### src/rtl/axil_cmd_master.sv
// AXI4-Lite command master: turns one valid/ready register-access command
// into a single AXI4-Lite read or write and returns one response per command.
module axil_cmd_master #(
  parameter int ADDR_W = 32,
  parameter int DATA_W = 32
) (
  input  logic                ACLK,
  input  logic                ARESETN,
  input  logic                cmd_valid,
  output logic                cmd_ready,
  input  logic                cmd_write,
  input  logic [ADDR_W-1:0]   cmd_addr,
  input  logic [DATA_W-1:0]   cmd_wdata,
  output logic                rsp_valid,
  input  logic                rsp_ready,
  output logic                rsp_write,
  output logic [DATA_W-1:0]   rsp_rdata,
  output logic [1:0]          rsp_resp,
  output logic                busy,
  output logic [ADDR_W-1:0]   AWADDR,
  output logic                AWVALID,
  input  logic                AWREADY,
  output logic [2:0]          AWPROT,
  output logic [DATA_W-1:0]   WDATA,
  output logic [DATA_W/8-1:0] WSTRB,
  output logic                WVALID,
  input  logic                WREADY,
  input  logic [1:0]          BRESP,
  input  logic                BVALID,
  output logic                BREADY,
  output logic [ADDR_W-1:0]   ARADDR,
  output logic                ARVALID,
  input  logic                ARREADY,
  output logic [2:0]          ARPROT,
  input  logic [DATA_W-1:0]   RDATA,
  input  logic [1:0]          RRESP,
  input  logic                RVALID,
  output logic                RREADY
);

  typedef enum logic [2:0] {
    S_IDLE, S_WR, S_WR_RESP, S_RD_ADDR, S_RD_DATA, S_RSP
  } state_e;

  state_e              state_q, state_d;
  logic                cmd_ready_q, cmd_ready_d;
  logic                rsp_valid_q, rsp_valid_d;
  logic                rsp_write_q, rsp_write_d;
  logic [DATA_W-1:0]   rsp_rdata_q, rsp_rdata_d;
  logic [1:0]          rsp_resp_q, rsp_resp_d;
  logic                awvalid_q, awvalid_d;
  logic                wvalid_q, wvalid_d;
  logic                arvalid_q, arvalid_d;
  logic                bready_q, bready_d;
  logic                rready_q, rready_d;
  logic [ADDR_W-1:0]   awaddr_q, awaddr_d;
  logic [ADDR_W-1:0]   araddr_q, araddr_d;
  logic [DATA_W-1:0]   wdata_q, wdata_d;
  logic                aw_done_q, aw_done_d;
  logic                w_done_q, w_done_d;

  logic cmd_acc, misaligned, aw_hs, w_hs, b_hs, ar_hs, r_hs, wr_both;

  assign cmd_acc    = cmd_valid & cmd_ready_q;
  assign misaligned = cmd_addr[1:0] != 2'b00;
  assign aw_hs      = awvalid_q & AWREADY;
  assign w_hs       = wvalid_q & WREADY;
  assign b_hs       = BVALID & bready_q;
  assign ar_hs      = arvalid_q & ARREADY;
  assign r_hs       = RVALID & rready_q;
  assign wr_both    = (aw_done_q | aw_hs) & (w_done_q | w_hs);

  // State and registered outputs; reset clears everything asynchronously
  always_ff @(posedge ACLK or negedge ARESETN) begin
    if (!ARESETN) begin
      state_q     <= S_IDLE;
      cmd_ready_q <= 1'b0;
      rsp_valid_q <= 1'b0;
      rsp_write_q <= 1'b0;
      rsp_rdata_q <= '0;
      rsp_resp_q  <= '0;
      awvalid_q   <= 1'b0;
      wvalid_q    <= 1'b0;
      arvalid_q   <= 1'b0;
      bready_q    <= 1'b0;
      rready_q    <= 1'b0;
      awaddr_q    <= '0;
      araddr_q    <= '0;
      wdata_q     <= '0;
      aw_done_q   <= 1'b0;
      w_done_q    <= 1'b0;
    end else begin
      state_q     <= state_d;
      cmd_ready_q <= cmd_ready_d;
      rsp_valid_q <= rsp_valid_d;
      rsp_write_q <= rsp_write_d;
      rsp_rdata_q <= rsp_rdata_d;
      rsp_resp_q  <= rsp_resp_d;
      awvalid_q   <= awvalid_d;
      wvalid_q    <= wvalid_d;
      arvalid_q   <= arvalid_d;
      bready_q    <= bready_d;
      rready_q    <= rready_d;
      awaddr_q    <= awaddr_d;
      araddr_q    <= araddr_d;
      wdata_q     <= wdata_d;
      aw_done_q   <= aw_done_d;
      w_done_q    <= w_done_d;
    end
  end

  // Next-state: one command in flight, each phase advances on its handshake
  always_comb begin
    state_d = state_q;
    case (state_q)
      S_IDLE: begin
        if (cmd_acc) begin
          if (misaligned)     state_d = S_RSP;
          else if (cmd_write) state_d = S_WR;
          else                state_d = S_RD_ADDR;
        end
      end
      S_WR:      if (wr_both) state_d = S_WR_RESP;
      S_WR_RESP: if (b_hs) state_d = S_RSP;
      S_RD_ADDR: if (ar_hs) state_d = S_RD_DATA;
      S_RD_DATA: if (r_hs) state_d = S_RSP;
      S_RSP:     if (rsp_valid_q && rsp_ready) state_d = S_IDLE;
      default:   state_d = S_IDLE;
    endcase
  end

  // Output next values: load on accept, drop each VALID/READY after its handshake
  always_comb begin
    cmd_ready_d = (state_d == S_IDLE);
    rsp_valid_d = rsp_valid_q;
    rsp_write_d = rsp_write_q;
    rsp_rdata_d = rsp_rdata_q;
    rsp_resp_d  = rsp_resp_q;
    awvalid_d   = awvalid_q;
    wvalid_d    = wvalid_q;
    arvalid_d   = arvalid_q;
    bready_d    = bready_q;
    rready_d    = rready_q;
    awaddr_d    = awaddr_q;
    araddr_d    = araddr_q;
    wdata_d     = wdata_q;
    aw_done_d   = aw_done_q;
    w_done_d    = w_done_q;
    case (state_q)
      S_IDLE: begin
        if (cmd_acc) begin
          rsp_write_d = cmd_write;
          if (misaligned) begin
            rsp_resp_d  = 2'b10;
            rsp_rdata_d = '0;
          end else if (cmd_write) begin
            awaddr_d  = cmd_addr;
            wdata_d   = cmd_wdata;
            awvalid_d = 1'b1;
            wvalid_d  = 1'b1;
            aw_done_d = 1'b0;
            w_done_d  = 1'b0;
          end else begin
            araddr_d  = cmd_addr;
            arvalid_d = 1'b1;
          end
        end
      end
      S_WR: begin
        if (aw_hs) begin
          awvalid_d = 1'b0;
          aw_done_d = 1'b1;
        end
        if (w_hs) begin
          wvalid_d = 1'b0;
          w_done_d = 1'b1;
        end
        if (wr_both) bready_d = 1'b1;
      end
      S_WR_RESP: begin
        if (b_hs) begin
          rsp_resp_d  = BRESP;
          rsp_rdata_d = '0;
          bready_d    = 1'b0;
          rsp_valid_d = 1'b1;
        end
      end
      S_RD_ADDR: begin
        if (ar_hs) begin
          arvalid_d = 1'b0;
          rready_d  = 1'b1;
        end
      end
      S_RD_DATA: begin
        if (r_hs) begin
          rsp_rdata_d = RDATA;
          rsp_resp_d  = RRESP;
          rready_d    = 1'b0;
          rsp_valid_d = 1'b1;
        end
      end
      S_RSP: begin
        // A misaligned command enters RSP with rsp_valid still low; it is raised one cycle later
        if (!rsp_valid_q)    rsp_valid_d = 1'b1;
        else if (rsp_ready)  rsp_valid_d = 1'b0;
      end
      default: ;
    endcase
  end

  assign cmd_ready = cmd_ready_q;
  assign rsp_valid = rsp_valid_q;
  assign rsp_write = rsp_write_q;
  assign rsp_rdata = rsp_rdata_q;
  assign rsp_resp  = rsp_resp_q;
  assign busy      = (state_q != S_IDLE);
  assign AWADDR    = awaddr_q;
  assign AWVALID   = awvalid_q;
  assign AWPROT    = 3'b000;
  assign WDATA     = wdata_q;
  assign WSTRB     = '1;
  assign WVALID    = wvalid_q;
  assign BREADY    = bready_q;
  assign ARADDR    = araddr_q;
  assign ARVALID   = arvalid_q;
  assign ARPROT    = 3'b000;
  assign RREADY    = rready_q;

endmodule

### config.mk
export PLATFORM = sky130hd
export DESIGN_NAME = axil_cmd_master
export DESIGN_NICKNAME = d
export VERILOG_FILES = /design/src/rtl/axil_cmd_master.sv
export SDC_FILE = /design/constraint.sdc
export NUM_CORES = 1
export LEC_CHECK = 0
export CAP_MARGIN = 20
export CORE_MARGIN = 1.5
export CORE_UTILIZATION = 45
export DETAILED_ROUTE_END_ITERATION = 6
export PLACE_DENSITY_LB_ADDON = 0.3
export SYNTH_ARGS = -nofsm -noshare
export SYNTH_HDL_FRONTEND = slang
export SYNTH_SLANG_ARGS = --single-unit
### constraint.sdc
create_clock -name ACLK -period 4.94 [get_ports ACLK]
set_clock_uncertainty 0.2 [all_clocks]
set_input_delay 0.988 -clock ACLK [delete_from_list [all_inputs] [get_ports ACLK]]
set_output_delay 0.988 -clock ACLK [all_outputs]
set_load 0.01 [all_outputs]
* Yosys cells after proc, flatten, opt, wreduce, memory -nomap -nowiden
Index checks and enable logic that the tools add are counted.
Operators by class: div/mod/pow operators 0, eq/ne operators 16, $mul 0, bitwise logic cells 11, muxes and demuxes 49, add/subtract/negate cells 0, shift-type cells 0, $lt $le $gt $ge 0, reduce and logical (&&, ||, !) cells 21
Operators with widths (count):
- 32-bit two-way mux | 4
- 32-bit case mux with 3 select lines | 1
- 1-bit two-way mux | 22
- 2-bit != test (second input constant) | 11
- 3-bit two-way mux | 7
- 5-bit AND reduction | 4
- 3-bit case mux with 6 select lines | 1
- 1-bit case mux with 2 select lines | 7
- 2-bit two-way mux | 5
- 2-bit nonzero test | 5
- 3-bit AND reduction | 3
- 3-bit nonzero test | 3
- 4-bit AND reduction | 2
- 1-bit AND | 7
- 3-bit by 2-bit equality test with 1-bit output (second input constant) | 2
- 3-bit equality test (second input constant) | 2
- 3-bit logical NOT | 2
- 2-bit case mux with 3 select lines | 1
- 3-bit by 1-bit equality test with 1-bit output (second input constant) | 1
- 1-bit case mux with 3 select lines | 1
- 1-bit inverter | 2
- 1-bit bitwise OR | 2
- 2-bit AND reduction | 1
- 1-bit logical AND | 1
Storage, ports and cells: word-level logic and storage cells 113, memory bits (read-only) 0, register bits 143, memories kept 0, memory bits (writable) 0, output and inout port bits 149, bits in latches 0, bits of input ports 110

* Logic depth before layout (Yosys ltp)
depth after elaboration 6, mapped depth 7, gate-level depth less buffers 4

* Worst setup path before layout
OpenSTA, ideal clock, no wires.
kind input -> register, from input cmd_valid, to register araddr_q[21], in the netlist ARADDR[21], setup time 0.128 ns, required time 4.612 ns, stages on the path 5, arrival time 2.099 ns, path slack 2.513 ns, buffers on the path 1, cell sequence and2_1 -> nand2_2 -> nor4_4 -> buf_4 -> mux2_1
Between the ends: longest elaborated chain between the ends 2
Ends and longest elaborated chain:
- start: declaration | line 9 | input logic cmd_valid,
- 1-bit AND | line 64 | assign cmd_acc = cmd_valid & cmd_ready_q;
- 4-bit AND reduction (no line)
- end signal: assignment | line 105 | araddr_q <= araddr_d;
- end: declaration | line 57 | logic [ADDR_W-1:0] araddr_q, araddr_d;
Every way passes these cells. A chain may end at the register's enable or synchronous reset.

* Worst setup path in the final report
from register state_q[0], to output busy
Between the ends: longest elaborated chain between the ends 1
Ends and longest elaborated chain:
- start: declaration | line 45 | state_e state_q, state_d;
- start signal: assignment | line 93 | state_q <= state_d;
- 3-bit nonzero test | line 216 | assign busy = (state_q != S_IDLE);
- end: declaration | line 19 | output logic busy,
Every way passes these cells.

==> flow_metrics.py <==
metrics = {
    "status": {
        "status": "completed",
    },
    "power": {
        "internal_portion_of_total_power_uw": 3510,
        "share_clk_of_total_power": 0.260,
        "switching_power_uw": 1450,
        "cell_pwr_density_nw_per_um2": 564,
        "vdd.ir_drop.worst_v": 0.000389,
        "leakagePower_uw": 0.00391,
        "relative_contribution_of_sequential_cells_to_total_power": 0.374,
        "netSwitchingFraction": 0.293,
        "final_total_power_uw": 4970,
        "combinationalPowerShare": 0.365,
    },
    "logic_synthesis": {
        "synth-seq-cells": 143,
        "postSynth.asyncResetShare": 1.00,
        "synth_largest_type_area_fraction": 0.640,
        "postSynthCellCount": 378,
        "synthMostInstantiatedCell": "dfrtp_1",
        "ys_top_cells_by_area": "dfrtp_1 64%, mux2_2 17%, a22o_1 5.0%",
        "synthesis.area_um2": 5590,
        "post_synth_most_frequent_cells": "143 x dfrtp_1, 84 x mux2_2, 32 x a22o_1",
        "synth_compound_area_frac": 0.0832,
        "synth_mux_area_frac": 0.187,
        "synth_top_family_by_area": "multiplexers",
        "synth.yosys.warnings": 0,
        "synth_adder_area_share": 0,
        "synth_top_cell_by_area": "dfrtp_1",
        "synthXorXnorAreaFrac": 0,
        "synth-edff-count": 0,
        "count_of_distinct_cell_types_in_the_synthesized_netlist": 41,
        "synthFlopType": "dfrtp_1",
        "seq_total_area_yosys": 0.640,
        "syn-mean-instance-area_um2": 14.8,
        "yosys.area_share.simple": 0.0508,
    },
    "place": {
        "pre_cts_ws_ps": 1430,
        "final_wtd_congestion": 0.798,
        "placed_cells_incl_taps": 776,
        "numPortBuffers": 248,
        "hpwl_um": 10400,
    },
    "timing": {
        "post-route-worst-setup-slack_ps": 1880,
        "finalCriticalPeriod_ps": 3060,
        "fmaxAchievable_ghz": 0.327,
        "setup_viol": 0,
        "timing_worst_slew_pin_value_ps": 887,
        "rsz0062_at_grt": "no",
        "slew_violations": 0,
        "tns_ps": 0,
        "timing.final.crit_share": 0.619,
        "relSlewSlack": 0.404,
        "hold_viol_final": 0,
    },
    "clock_network": {
        "worst_skew_pair.late_latency_ps": 420,
        "cts.sink_count": 143,
        "cts_made_buffers": 17,
        "cts.hold.buffers_added": 0,
        "cts_tree": "done",
        "clk_transition_reported_paths_ps": 60,
        "postCtsSetupBuffers": 0,
        "ctsRootBufferMaster": "clkbuf_16",
        "cts-resized-gates": 0,
        "htreeDepth": 4,
        "clock_tree.buffer_depth": 2,
    },
    "layout": {
        "drive_above_1_share": 0.201,
        "final_util": 0.730,
        "final_net_count": 738,
        "area_growth_pct": 57.4,
        "post_layout_nonfiller_instances": 809,
        "antenna_cells_inserted": 0,
    },
    "worst_setup_path": {
        "critical-path-max-stage-delay_ps": 580,
        "timing.critical_path.slowest_stage_cell": "dfrtp_1",
        "crit_type": "register to output port",
        "critical_path.endpoint_type": "output port",
        "start_kind": "register",
        "setup.reg_to_reg.worst_slack_ps": 2310,
        "critical_path.cell_chain": "nor3_4, inv_1, clkdlybuf4s50_1",
        "worst-endpoint-arrival_ps": 1870,
        "critPathMaxFanout": 18,
        "required_ps": 3750,
    },
    "global_route": {
        "grt_antenna_before_repair": 0,
        "grt_first_pass_wirelength_um": 22700,
        "first_global_vias": 4349,
        "grt_max_degree": 71,
        "track_usage": 0.231,
        "overflow": 0,
    },
    "die": {
        "initial_core_util": 0.464,
        "die_area_um2": 13100,
        "core_region_area_um2": 12100,
        "chipWidth_um": 114,
        "row_count": 40,
        "boundaryPins": 259,
        "chipHeight_um": 114,
    },
    "route": {
        "final_antenna_net_count": 0,
        "vias": 4092,
        "drt_pre_antenna_iters": 5,
        "detailedRoute.firstIterationViolations": 255,
        "post-route-drc-count": 0,
        "totalWireLength_um": 14700,
        "routedWlPerCell_um": 18.2,
        "ratio_of_routed_vias_to_standard_cells": 5.06,
    },
    "worst_hold_path": {
        "timing.hold.worst.class": "register to register",
    },
    "job": {
        "max_cap_viol_count": 0,
    },
}
[flip-flops by register name, summed over array words and instances (netlist names), 2 cells and up]
name	count
state_q	3
ARADDR	32
WDATA	32
AWADDR	32
rsp_resp	2
rsp_rdata	32
[cells by family after synthesis]
family	Yosys count
other	2
buffers and inverters	32
DFF	143
muxes	93
and+or+nand+nor	47
AOI/OAI and AO/OA	61
[final cells by class]
type | instances | area (um^2)
timing repair buffer | 254 | 2570
tap | 168 | 210
sequential | 143 | 3580
fill | 823 | 3260
inverter | 1 | 3.75
clock buffer | 18 | 439
clock inverter | 14 | 164
multi-input combinational | 211 | 1840
[worst max-delay path, delay by kind of cell, from the launching register on]
kind | cells | cell delay (ps)
buffers and inverters | 2 | 590
and+or+nand+nor | 1 | 290
DFF | 1 | 580
[per-stage QoR]
step | area (um^2) | hold slack [ps]
after floorplan | 5620 | 265
after global placement | 8160 | 268
after detailed placement | 8170 | 274
after CTS | 8770 | 288
after global routing | 8800 | 300
final | 8800 | 287
[power by group through the flow]
stage	Sequential, uW	Combinational [uW]	Clock [uW]
floorplan	2000	593	0
global placement	1850	1760	0
detailed placement	1880	1800	0
CTS	1860	1820	1320
global route	1920	1940	1360
finish	1860	1810	1290
[worst paths after layout]
kind,startpoint,depth (start not counted),endpoint
setup / recovery,state_q[0],3,busy
hold / removal,ARADDR[23],1,ARADDR[23]
setup reg to reg,state_q[0],5,ARADDR[9]
hold reg to reg,ARADDR[23],1,ARADDR[23]
max in group asynchronous,ARESETN,2,rsp_rdata[25]
min in group asynchronous,ARESETN,1,WDATA[25]
[metal layers]
layer / up-vias / routed length (um) / global-route usage
met2: 198 / 7280 / 0.386
met3: 16 / 1890 / 0.125
met1: 2034 / 5380 / 0.252
li1: 1844 / - / -
met4: 0 / 165 / 0.0733
met5: - / 0 / 0
[cells in the final DEF (no fill, tap or decap), types with 2 or more instances in the layout]
cell	count
a21oi_1	7
a22o_1	32
a22oi_1	2
and2_1	3
and3_1	2
buf_4	3
bufinv_16	3
clkbuf_16	17
clkdlybuf4s50_1	247
clkinv_2	5
clkinvlp_4	3
conb_1	10
dfrtp_1	143
inv_6	2
mux2_1	9
mux2_2	84
nand2_1	9
nand2b_1	3
nand3_1	3
nand4_1	2
nor2_1	8
nor2b_1	5
nor3b_1	3
o21ai_0	9
o22ai_1	2
Note: power is estimated with default switching activity, not from simulation.
